==> src/rtl/pipeline_stall_controller.sv <==
`default_nettype none
// ============================================================================
//  Module      : pipeline_stall_controller
//  Description : Freeze/flush sequencer for the 5-stage pipeline. Combines
//                hazard, taken-branch and multi-cycle SRAM accesses into
//                per-register freeze/flush controls, runs the memory
//                wait-state FSM and keeps a saturating stall-cycle counter.
//  Revision    : 1.0 - initial release
// ============================================================================
module pipeline_stall_controller #(
  parameter int MEM_WAIT_CYCLES = 4,
  parameter int STALL_CNT_W     = 16
) (
  input  logic                   clk,
  input  logic                   rst,
  input  logic                   hazard_detected,
  input  logic                   branch_taken,
  input  logic                   mem_r_en_mem,
  input  logic                   mem_w_en_mem,
  input  logic                   stall_cnt_clr,
  output logic                   pc_freeze,
  output logic                   if_id_freeze,
  output logic                   if_id_flush,
  output logic                   id_exe_freeze,
  output logic                   id_exe_flush,
  output logic                   exe_mem_freeze,
  output logic                   mem_wb_freeze,
  output logic                   sram_start,
  output logic                   mem_busy,
  output logic [STALL_CNT_W-1:0] stall_cnt
);

  typedef enum logic [1:0] {
    S_IDLE   = 2'd0,
    S_ACCESS = 2'd1,
    S_DONE   = 2'd2
  } state_t;

  // The request cycle itself is the first frozen cycle, so ACCESS covers
  // the remaining MEM_WAIT_CYCLES-1 cycles.
  localparam logic [3:0] C_WAIT_LOAD = 4'(MEM_WAIT_CYCLES - 1);
  localparam logic [STALL_CNT_W-1:0] C_STALL_MAX = '1;

  state_t                 r_state;
  state_t                 w_state_nxt;
  logic [3:0]             r_wait_cnt;
  logic [3:0]             w_wait_nxt;
  logic                   w_mem_req;
  logic                   w_busy;
  logic                   w_start;
  logic [STALL_CNT_W-1:0] r_stall_cnt;

  // State and wait counter registers; reset aborts any access in flight.
  always_ff @(posedge clk or negedge rst) begin
    if (!rst) begin
      r_state    <= S_IDLE;
      r_wait_cnt <= 4'd0;
    end else begin
      r_state    <= w_state_nxt;
      r_wait_cnt <= w_wait_nxt;
    end
  end

  // Memory wait-state next-state logic; DONE ignores the still-present
  // request so the same instruction does not start a second access.
  always_comb begin
    w_mem_req   = mem_r_en_mem | mem_w_en_mem;
    w_state_nxt = r_state;
    w_wait_nxt  = r_wait_cnt;
    w_busy      = 1'b0;
    w_start     = 1'b0;
    case (r_state)
      S_IDLE: begin
        if (w_mem_req) begin
          w_start     = 1'b1;
          w_busy      = 1'b1;
          w_wait_nxt  = C_WAIT_LOAD;
          w_state_nxt = (MEM_WAIT_CYCLES == 1) ? S_DONE : S_ACCESS;
        end
      end
      S_ACCESS: begin
        w_busy = 1'b1;
        if (r_wait_cnt == 4'd1) begin
          w_state_nxt = S_DONE;
        end else begin
          w_wait_nxt = r_wait_cnt - 4'd1;
        end
      end
      S_DONE: begin
        w_state_nxt = S_IDLE;
      end
      default: begin
        w_state_nxt = S_IDLE;
      end
    endcase
  end

  // Prioritised freeze/flush outputs, all forced low while reset is held.
  always_comb begin
    pc_freeze      = 1'b0;
    if_id_freeze   = 1'b0;
    if_id_flush    = 1'b0;
    id_exe_freeze  = 1'b0;
    id_exe_flush   = 1'b0;
    exe_mem_freeze = 1'b0;
    mem_wb_freeze  = 1'b0;
    sram_start     = 1'b0;
    mem_busy       = 1'b0;
    stall_cnt      = '0;
    if (rst) begin
      sram_start = w_start;
      mem_busy   = w_busy;
      stall_cnt  = r_stall_cnt;
      if (w_busy) begin
        pc_freeze      = 1'b1;
        if_id_freeze   = 1'b1;
        id_exe_freeze  = 1'b1;
        exe_mem_freeze = 1'b1;
        mem_wb_freeze  = 1'b1;
      end else if (branch_taken) begin
        if_id_flush  = 1'b1;
        id_exe_flush = 1'b1;
      end else if (hazard_detected) begin
        pc_freeze    = 1'b1;
        if_id_freeze = 1'b1;
        id_exe_flush = 1'b1;
      end
    end
  end

  // Saturating count of PC-frozen cycles; clear takes precedence.
  always_ff @(posedge clk or negedge rst) begin
    if (!rst) begin
      r_stall_cnt <= '0;
    end else if (stall_cnt_clr) begin
      r_stall_cnt <= '0;
    end else if (pc_freeze && (r_stall_cnt != C_STALL_MAX)) begin
      r_stall_cnt <= r_stall_cnt + 1'b1;
    end
  end

endmodule
`default_nettype wire

==> config.mk <==
export PLATFORM = sky130hd
export DESIGN_NAME = pipeline_stall_controller
export DESIGN_NICKNAME = d
export VERILOG_FILES = /design/src/rtl/pipeline_stall_controller.sv
export SDC_FILE = /design/constraint.sdc
export NUM_CORES = 1
export LEC_CHECK = 0
export ABC_CLOCK_PERIOD_IN_PS = 3560
export CORE_MARGIN = 2
export CORE_UTILIZATION = 30
export CTS_BUF_LIST = sky130_fd_sc_hd__clkbuf_8
export DETAILED_ROUTE_END_ITERATION = 16
export DONT_BUFFER_PORTS = 1
export PLACE_DENSITY_LB_ADDON = 0.2
export RECOVER_POWER = 50
export SETUP_SLACK_MARGIN = 0.4
export SYNTH_ARGS = -nofsm -noshare
export SYNTH_HDL_FRONTEND = slang
export SYNTH_SLANG_ARGS = --single-unit
==> constraint.sdc <==
create_clock -name clk -period 3.56 [get_ports clk]
set_input_delay 0.712 -clock clk [delete_from_list [all_inputs] [get_ports clk]]
set_output_delay 0.712 -clock clk [all_outputs]
set_load 0.005 [all_outputs]
; After elaboration in Yosys (flattened, before gate mapping)
; Cells that the tools add are included.
[totals]
output_inout_bits = 25
input_bits = 7
ff_bits = 22
[classes]
addsub = 2
reduce_logical = 6
bitwise = 1
eq_ne = 6
n_mux = 26
[ops]
columns = operator, n
row1 = $mux W16, 3
row2 = $add A16 B1 Y16 const B, 1
row3 = $mux W1, 16
row4 = $ne A16 B16 Y1 const B, 1
row5 = $mux W4, 2
row6 = $pmux W4 S2, 1
row7 = $ne A2 B2 Y1 const B, 3
row8 = $eq A4 B1 Y1 const B, 1
row9 = $mux W2, 2
row10 = $pmux W2 S2, 1
row11 = $reduce_bool A2 Y1, 2
row12 = $sub A4 B1 Y4 const B, 1
row13 = $reduce_and A3 Y1, 1
row14 = $eq A2 B1 Y1 const B, 1
row15 = $logic_not A2 Y1, 1
row16 = $pmux W1 S2, 1
row17 = $reduce_and A2 Y1, 1
row18 = $logic_and A1 B1 Y1, 1
row19 = $or A1 B1 Y1, 1

; Logic depth before layout (Yosys ltp)
; Gate-level depths: netlist of the first run.
[depth]
depth_word = 8
mapped_depth = 7

; Least setup slack after synthesis of the first run
; No wires, ideal clock.
[synth_path]
path_type = input to output
start = input branch_taken
end = output pc_freeze
arrival_ps = 1659
cell_stages = 4
path_slack_ps = 1189
required_ps = 2848
path_cell_list = and2b_2 > or3_4 > and2_1 > buf_4
[synth_via]
elab_chain_cells = 3
[synth_rtl]
columns = element, line_no
row1 = "start, declared", 17  ; input logic branch_taken,
row2 = $mux W1 (3 in series), --
row3 = "end, declared", 21  ; output logic pc_freeze,
; No other way between the ends.

; Worst setup path in the final report of the first run
; Ends and elaborated chain as after synthesis.

==> qor.yml, run 1 <==
sta:
  finalMaxSlewViolations: 0
  tightest_slew_ns: 0.9670
  setup_viol: 0
  layout_setup_ws_ns: 1.275
  rsz0062_at_grt: "false"
  period_needed_ns: 2.285
  finClkSkew_ns: 0.001995
  max_slew_margin_pct: 34.51
  fin_crit_sh_pct: 64.18
  clock.fmax_mhz: 437.7
  fin_tns_setup_ns: 0
  hold_viol: 0
  hold_slack_ns: 0.1339
drt:
  drt-initial-drc-count: 56
  drc_errors: 0
  wl_met2_mm: 1.398
  routed_wl_mm: 3.113
  wl_met1_mm: 1.556
  wl_per_cell_um: 14.75
  wl_met3_um: 110
  dr.pass1.iters: 4
  ant_nets: 0
  topRoutingLayerUsed: "met4"
  vias: 1096
  avgViaCountPerCell: 5.194
cells_and_area:
  nets: 168
  areaGrowthSynthToFinish_pct: 4.653
  antenna_cells: 0
  final_area_sq_um: 1491
  stdcell_count: 211
  drive_gt1_share_pct: 9.554
  final_core_util_pct: 32.00
power:
  p_per_area_nw_per_um2: 453.1
  p_seq_share_pct: 48.1
  combinationalPowerShare_pct: 25.1
  irDropWorstVdd_v: 0.0001345
  intPower_mw: 0.4574
  power_mw: 0.6758
  p_sw_share_pct: 32.31
  switchingPower_mw: 0.2183
  clkPwrFrac_pct: 26.8
  leakage_nw: 0.5859
job:
  drv_cap: 0
placed_design:
  routabilityCongestion: 0.8034
  port_buffers: 0
  dp.cells: 207
  place_hpwl_mm: 2.229
  pre_cts_slack_ns: 1.273
  dpl_cell_area_sq_um: 1439
setup_path:
  critPathSlowestCell: "or3_4"
  end_kind: "primary output"
  reg2reg_to: "r_stall_cnt[12]"
  critPathBufInv: 0
  critPathLaunchType: "input pin"
  crit_type: "in -> out"
  worst-path-stages: 3
  r2r_slack_ns: 1.58
  crit_chain: "and2b_2, or3_4, and2_1"
  regToRegStartpoint: "r_state[1]"
  crit_required_ns: 2.85
  startpoint: "branch_taken"
  worstPathArrival_ns: 1.57
  critPathCapture: "pc_freeze"
  reg2reg_depth: 5
  critPathMaxStageDelay_ns: 0.43
  path_delay_family: "simple AND/OR/NAND/NOR gates"
  worstPathMaxFanout: 5
grt:
  grt_overflow: 0
  grt_pass1_wl_mm: 5.278
  grt_max_degree: 46
  grt_pass1_vias: 1045
  antenna_found_initial: 0
  grt_util_all_layers_pct: 12.85
clock_network:
  clk_pin_slew_worst_paths_ns: 0.08
  cts_made_buffers: 3
  post_cts_buffers: 0
  cts_max_level: 1
  cts-root-buf: "clkbuf_8"
  clk_latency_ns: 0.26
  cts_resized: 0
  clock_sinks: 22
  cts_buffer_depth: 2
  cts_tree: "done"
  cts_hold_buf: 0
synthesis:
  synth_area_sq_um: 1425
  synth_area_leader_cell: "dfrtp_1"
  synth.avg_cell_area_sq_um: 8.852
  netlist_top_cells_area: "dfrtp_1 (39%), and2_1 (8.3%), nor2_1 (5.8%), xnor2_1 (4.3%), nand2_1 (3.4%)"
  synth-seq-cells: 22
  synth_top_area_share_pct: 38.63
  synthDistinctLibCells: 42
  synth_cells: 161
  async_reset_ff_share_pct: 100.0
  syn-num-nets: 171
  yosysWarningCount: 0
  seq_area_frac_synth_pct: 38.63
  synthFlopType: "dfrtp_1"
  synth_edf_count: 0
min_path:
  min_path_type: "in -> async"
floorplanning:
  die_w_um: 72.93
  boundaryPins: 32
  fp.dieH_um: 72.93
  start_util_pct: 30.58
  core-area_sq_um: 4661
  die-area_sq_um: 5318
  rows: 25
status:
  status: "completed"
-- area by class of cell --
type,count,area [sq um]
clock buffer,4,55.05
fill,476,3169
inverter,4,15.01
multi-input combinational,127,803.3
sequential,22,550.5
tap,54,67.56
-- cell usage in the layout, fill, tap and decap left out, types with 2 or more instances in the layout --
cell      netlist  routed
nor2_1         22      22
dfrtp_1        22      22
nand2_1        13      13
and2_0          0      10
and2_1         19      10
xnor2_1         7       7
nand3_1         6       6
a21oi_1         6       6
nor3_1          5       5
inv_1           4       4
nor4_1          4       4
or3_1           4       4
clkbuf_8        0       4
o21ai_0         3       3
a211oi_1        3       3
ha_1            3       3
o31ai_1         2       2
mux2_2          2       2
nand4_1         2       2
mux2i_1         2       2
xor2_1          2       2
-- worst register-to-register path, stage by stage (launching register included) --
cell and delay (ns):
dfrtp_1 0.45, and2b_1 0.25, o311ai_1 0.80, nor4_1 0.13
xnor2_1 0.19, nor2_1 0.05
-- cell usage after synthesis, drive strengths merged (2+ instances only) --
cell	n
a211oi	3
a21oi	6
and2	21
and2b	2
and3	3
buf	5
clkbuf	2
dfrtp	22
ha	3
inv	4
mux2	2
mux2i	2
nand2	13
nand3	7
nand4	2
nor2	22
nor3	5
nor4	4
o21ai	3
o31ai	2
or3	5
xnor2	7
xor2	2
-- worst min path at each step --
stage	from	to	slack (ns)	cells after the start
detailed placement	rst	r_stall_cnt[11]	0.42	0
finish	rst	r_stall_cnt[9]	0.13	0
global route	rst	r_stall_cnt[9]	0.12	0
global placement	rst	r_stall_cnt[13]	0.42	0
CTS	rst	r_stall_cnt[13]	0.12	0
floorplan	rst	r_stall_cnt[0]	0.42	0
-- flip-flops by register name, indices dropped and copies added (netlist names) --
name         cells
r_stall_cnt     16
r_state          2
r_wait_cnt       4
-- routing by layer --
layer	global-route usage, %	vias up
met5	0	-
met4	4.938	0
met3	2.486	4
met2	19.19	18
met1	18.32	527
li1	-	547
-- power by group through the flow --
stage / Sequential (mW) / Combinational [mW] / Clock [mW]
2_1_floorplan: 0.318 / 0.158 / 0
3_3_place_gp: 0.326 / 0.165 / 0
3_5_place_dp: 0.328 / 0.173 / 0
4_1_cts: 0.324 / 0.173 / 0.190
5_1_grt: 0.330 / 0.200 / 0.200
6_report: 0.325 / 0.170 / 0.181
-- kinds of logic after synthesis --
group / synth area share [%]
buffers and inverters: 4.829
XOR/XNOR: 5.531
AND/OR/NAND/NOR: 35.12
AO/OA/AOI/OAI: 10.27
flip-flops: 38.63
multiplexers: 2.985
adder cells (fa/ha/maj): 2.634
Power figures use the tool's default switching activity.
==> run 2: changes to the inputs <==
Settings changed: ABC_CLOCK_PERIOD_IN_PS 3560 to 1910.
Clock period 3.56 ns to 1.91 ns, I/O delays scaled along.
==> qor.yml, run 2 (synthesis gave the netlist of run 1 again) <==
floorplanning:
  fp.dieH_um: 72.93  # unchanged
  boundaryPins: 32  # unchanged
  core-area_sq_um: 4661  # unchanged
  die-area_sq_um: 5318  # unchanged
  start_util_pct: 30.58  # unchanged
  die_w_um: 72.93  # unchanged
  rows: 25  # unchanged
setup_path:
  crit_type: "reg -> out"
  worstPathArrival_ns: 1.51  # -0.06 ns
  crit_chain: "and2b_2, buf_6, or3_4, and2_4"
  path_delay_family: "simple AND/OR/NAND/NOR gates"
  reg2reg_to: "r_stall_cnt[11]"
  critPathSlowestCell: "dfrtp_1"
  worst-path-stages: 4  # +1
  startpoint: "r_state[1]"
  end_kind: "primary output"
  critPathBufInv: 1  # +1
  r2r_slack_ns: 0.08  # -1.50 ns
  regToRegStartpoint: "r_state[1]"
  worstPathMaxFanout: 3  # -2
  critPathCapture: "if_id_freeze"
  reg2reg_depth: 7  # +2
  critPathMaxStageDelay_ns: 0.38  # -0.05 ns
  critPathLaunchType: "register"
  crit_required_ns: 1.53  # -1.32 ns
drt:
  dr.pass1.iters: 4  # unchanged
  ant_nets: 0  # unchanged
  drc_errors: 0  # unchanged
  avgViaCountPerCell: 5.257  # +1.2%
  drt-initial-drc-count: 49  # -13%
  vias: 1209  # +10%
  wl_per_cell_um: 15.62  # +5.9%
  routed_wl_mm: 3.592  # +15%
sta:
  period_needed_ns: 1.896
  tightest_slew_ns: 1.238  # +0.2714 ns
  hold_viol: 0  # unchanged
  max_slew_margin_pct: 17.44  # -17 points
  rsz0062_at_grt: "true"
  setup_viol: 0  # unchanged
  fin_tns_setup_ns: 0  # unchanged
  fin_crit_sh_pct: 99.29
  finalMaxSlewViolations: 0  # unchanged
  clock.fmax_mhz: 527.3
  layout_setup_ws_ns: 0.01354  # -1.262 ns
  finClkSkew_ns: 0.001505  # -0.0004908 ns
power:
  combinationalPowerShare_pct: 37.9  # +13 points
  switchingPower_mw: 0.5040  # +130%
  irDropWorstVdd_v: 0.0002975  # +120%
  intPower_mw: 1.149  # +150%
  leakage_nw: 0.7018  # +20%
  p_seq_share_pct: 35.5  # -13 points
  p_sw_share_pct: 30.49  # -1.8 points
  clkPwrFrac_pct: 26.7  # about the same
  p_per_area_nw_per_um2: 925.8  # +100%
placed_design:
  place_hpwl_mm: 2.238  # +0.39%
  port_buffers: 0  # unchanged
  routabilityCongestion: 0.7793  # -3.0%
  pre_cts_slack_ns: 0.09685  # -1.176 ns
  dp.cells: 214  # +3.4%
cells_and_area:
  largest_reg_flops: 16  # unchanged
  stdcell_count: 230  # +9.0%
  most-common-layout-cells: "nor2_1 (21), dfrtp_1 (21), buf_4 (14)"
  nets: 187  # +11%
  regMostFlops: "r_stall_cnt"
  areaGrowthSynthToFinish_pct: 25.29
  reg_top3: "r_stall_cnt (16), r_wait_cnt (4), r_state (2)"
  drive_gt1_share_pct: 34.09  # +25 points
  antenna_cells: 0  # unchanged
clock_network:
  clock_sinks: 22  # unchanged
  cts_buffer_depth: 2  # unchanged
  cts_made_buffers: 3  # unchanged
  cts_tree: "done"
  cts-root-buf: "clkbuf_8"
  clk_latency_ns: 0.26  # about the same
  clk_pin_slew_worst_paths_ns: 0.09  # about the same
  cts_max_level: 1  # unchanged
job:
  drv_cap: 0  # unchanged
grt:
  grt_overflow: 0  # unchanged
  met2_usage_pct: 23.13  # +3.9 points
  grt.met1_usage_pct: 18.90  # +0.57 points
  grt_util_all_layers_pct: 14.20  # +1.4 points
  antenna_found_initial: 0  # unchanged
  met3_usage_pct: 2.624  # +0.14 points
  busiest_layer: "met2"
  grt_pass1_wl_mm: 5.816  # +10%
  grt_max_degree: 25  # -46%
  grt_pass1_vias: 1171  # +12%
status:
  status: "completed"
min_path:
  min-delay-start: "stall_cnt_clr"
  min_path_type: "in -> reg"
-- run 2: metrics by stage --
step           hold WS (ns)  utilization, %  area (sq um)  power [mW]
6_report             0.1645           38.31          1785       1.653
5_1_grt              0.1539           38.31          1785       1.760
4_1_cts              0.1610           36.99          1724       1.625
3_5_place_dp        0.08789           32.35          1508      0.9807
3_3_place_gp        0.08777           32.35          1508      0.9737
2_1_floorplan       0.08641               -          1441      0.8902
-- run 2: power groups by stage --
stage,clock network (mW),registers [mW],logic [mW]
after floorplan,0,0.592,0.298
after global placement,0,0.597,0.376
after detailed placement,0,0.599,0.382
after CTS,0.450,0.588,0.586
after global routing,0.467,0.593,0.699
final,0.441,0.586,0.626
-- run 2: layer usage --
metal / up-vias / routed length (um)
li1: 586 / -
met1: 587 / 1666
met2: 28 / 1716
met3: 8 / 121
met4: 0 / 89
met5: - / 0
-- run 2: worst min-delay path by stage --
stage                 endpoint  slack, ns  cells past startpoint
2_1_floorplan   r_stall_cnt[0]       0.09                      0
3_3_place_gp   r_stall_cnt[11]       0.09                      0
3_5_place_dp   r_stall_cnt[10]       0.09                      0
4_1_cts         r_stall_cnt[5]       0.16                      1
5_1_grt         r_stall_cnt[5]       0.15                      1
6_report       r_stall_cnt[11]       0.16                      1
-- run 2: repair_timing --
action / in CTS / in global routing
hold endpoints to repair: 22 / 0
endpoints found under the setup margin: 28 / 49
hold buffers: 1 / 0
pin swaps: 10 / 9
buffers inserted: 9 / 2
resized for setup: 17 / 17
-- run 2: final cells by class --
cell class,count,area [sq um]
fill,471,2875
multi-input combinational,127,933.4
sequential,22,551.8
timing repair buffer,19,146.4
tap,54,67.56
clock buffer,3,41.29
clock inverter,1,30.03
inverter,4,15.01
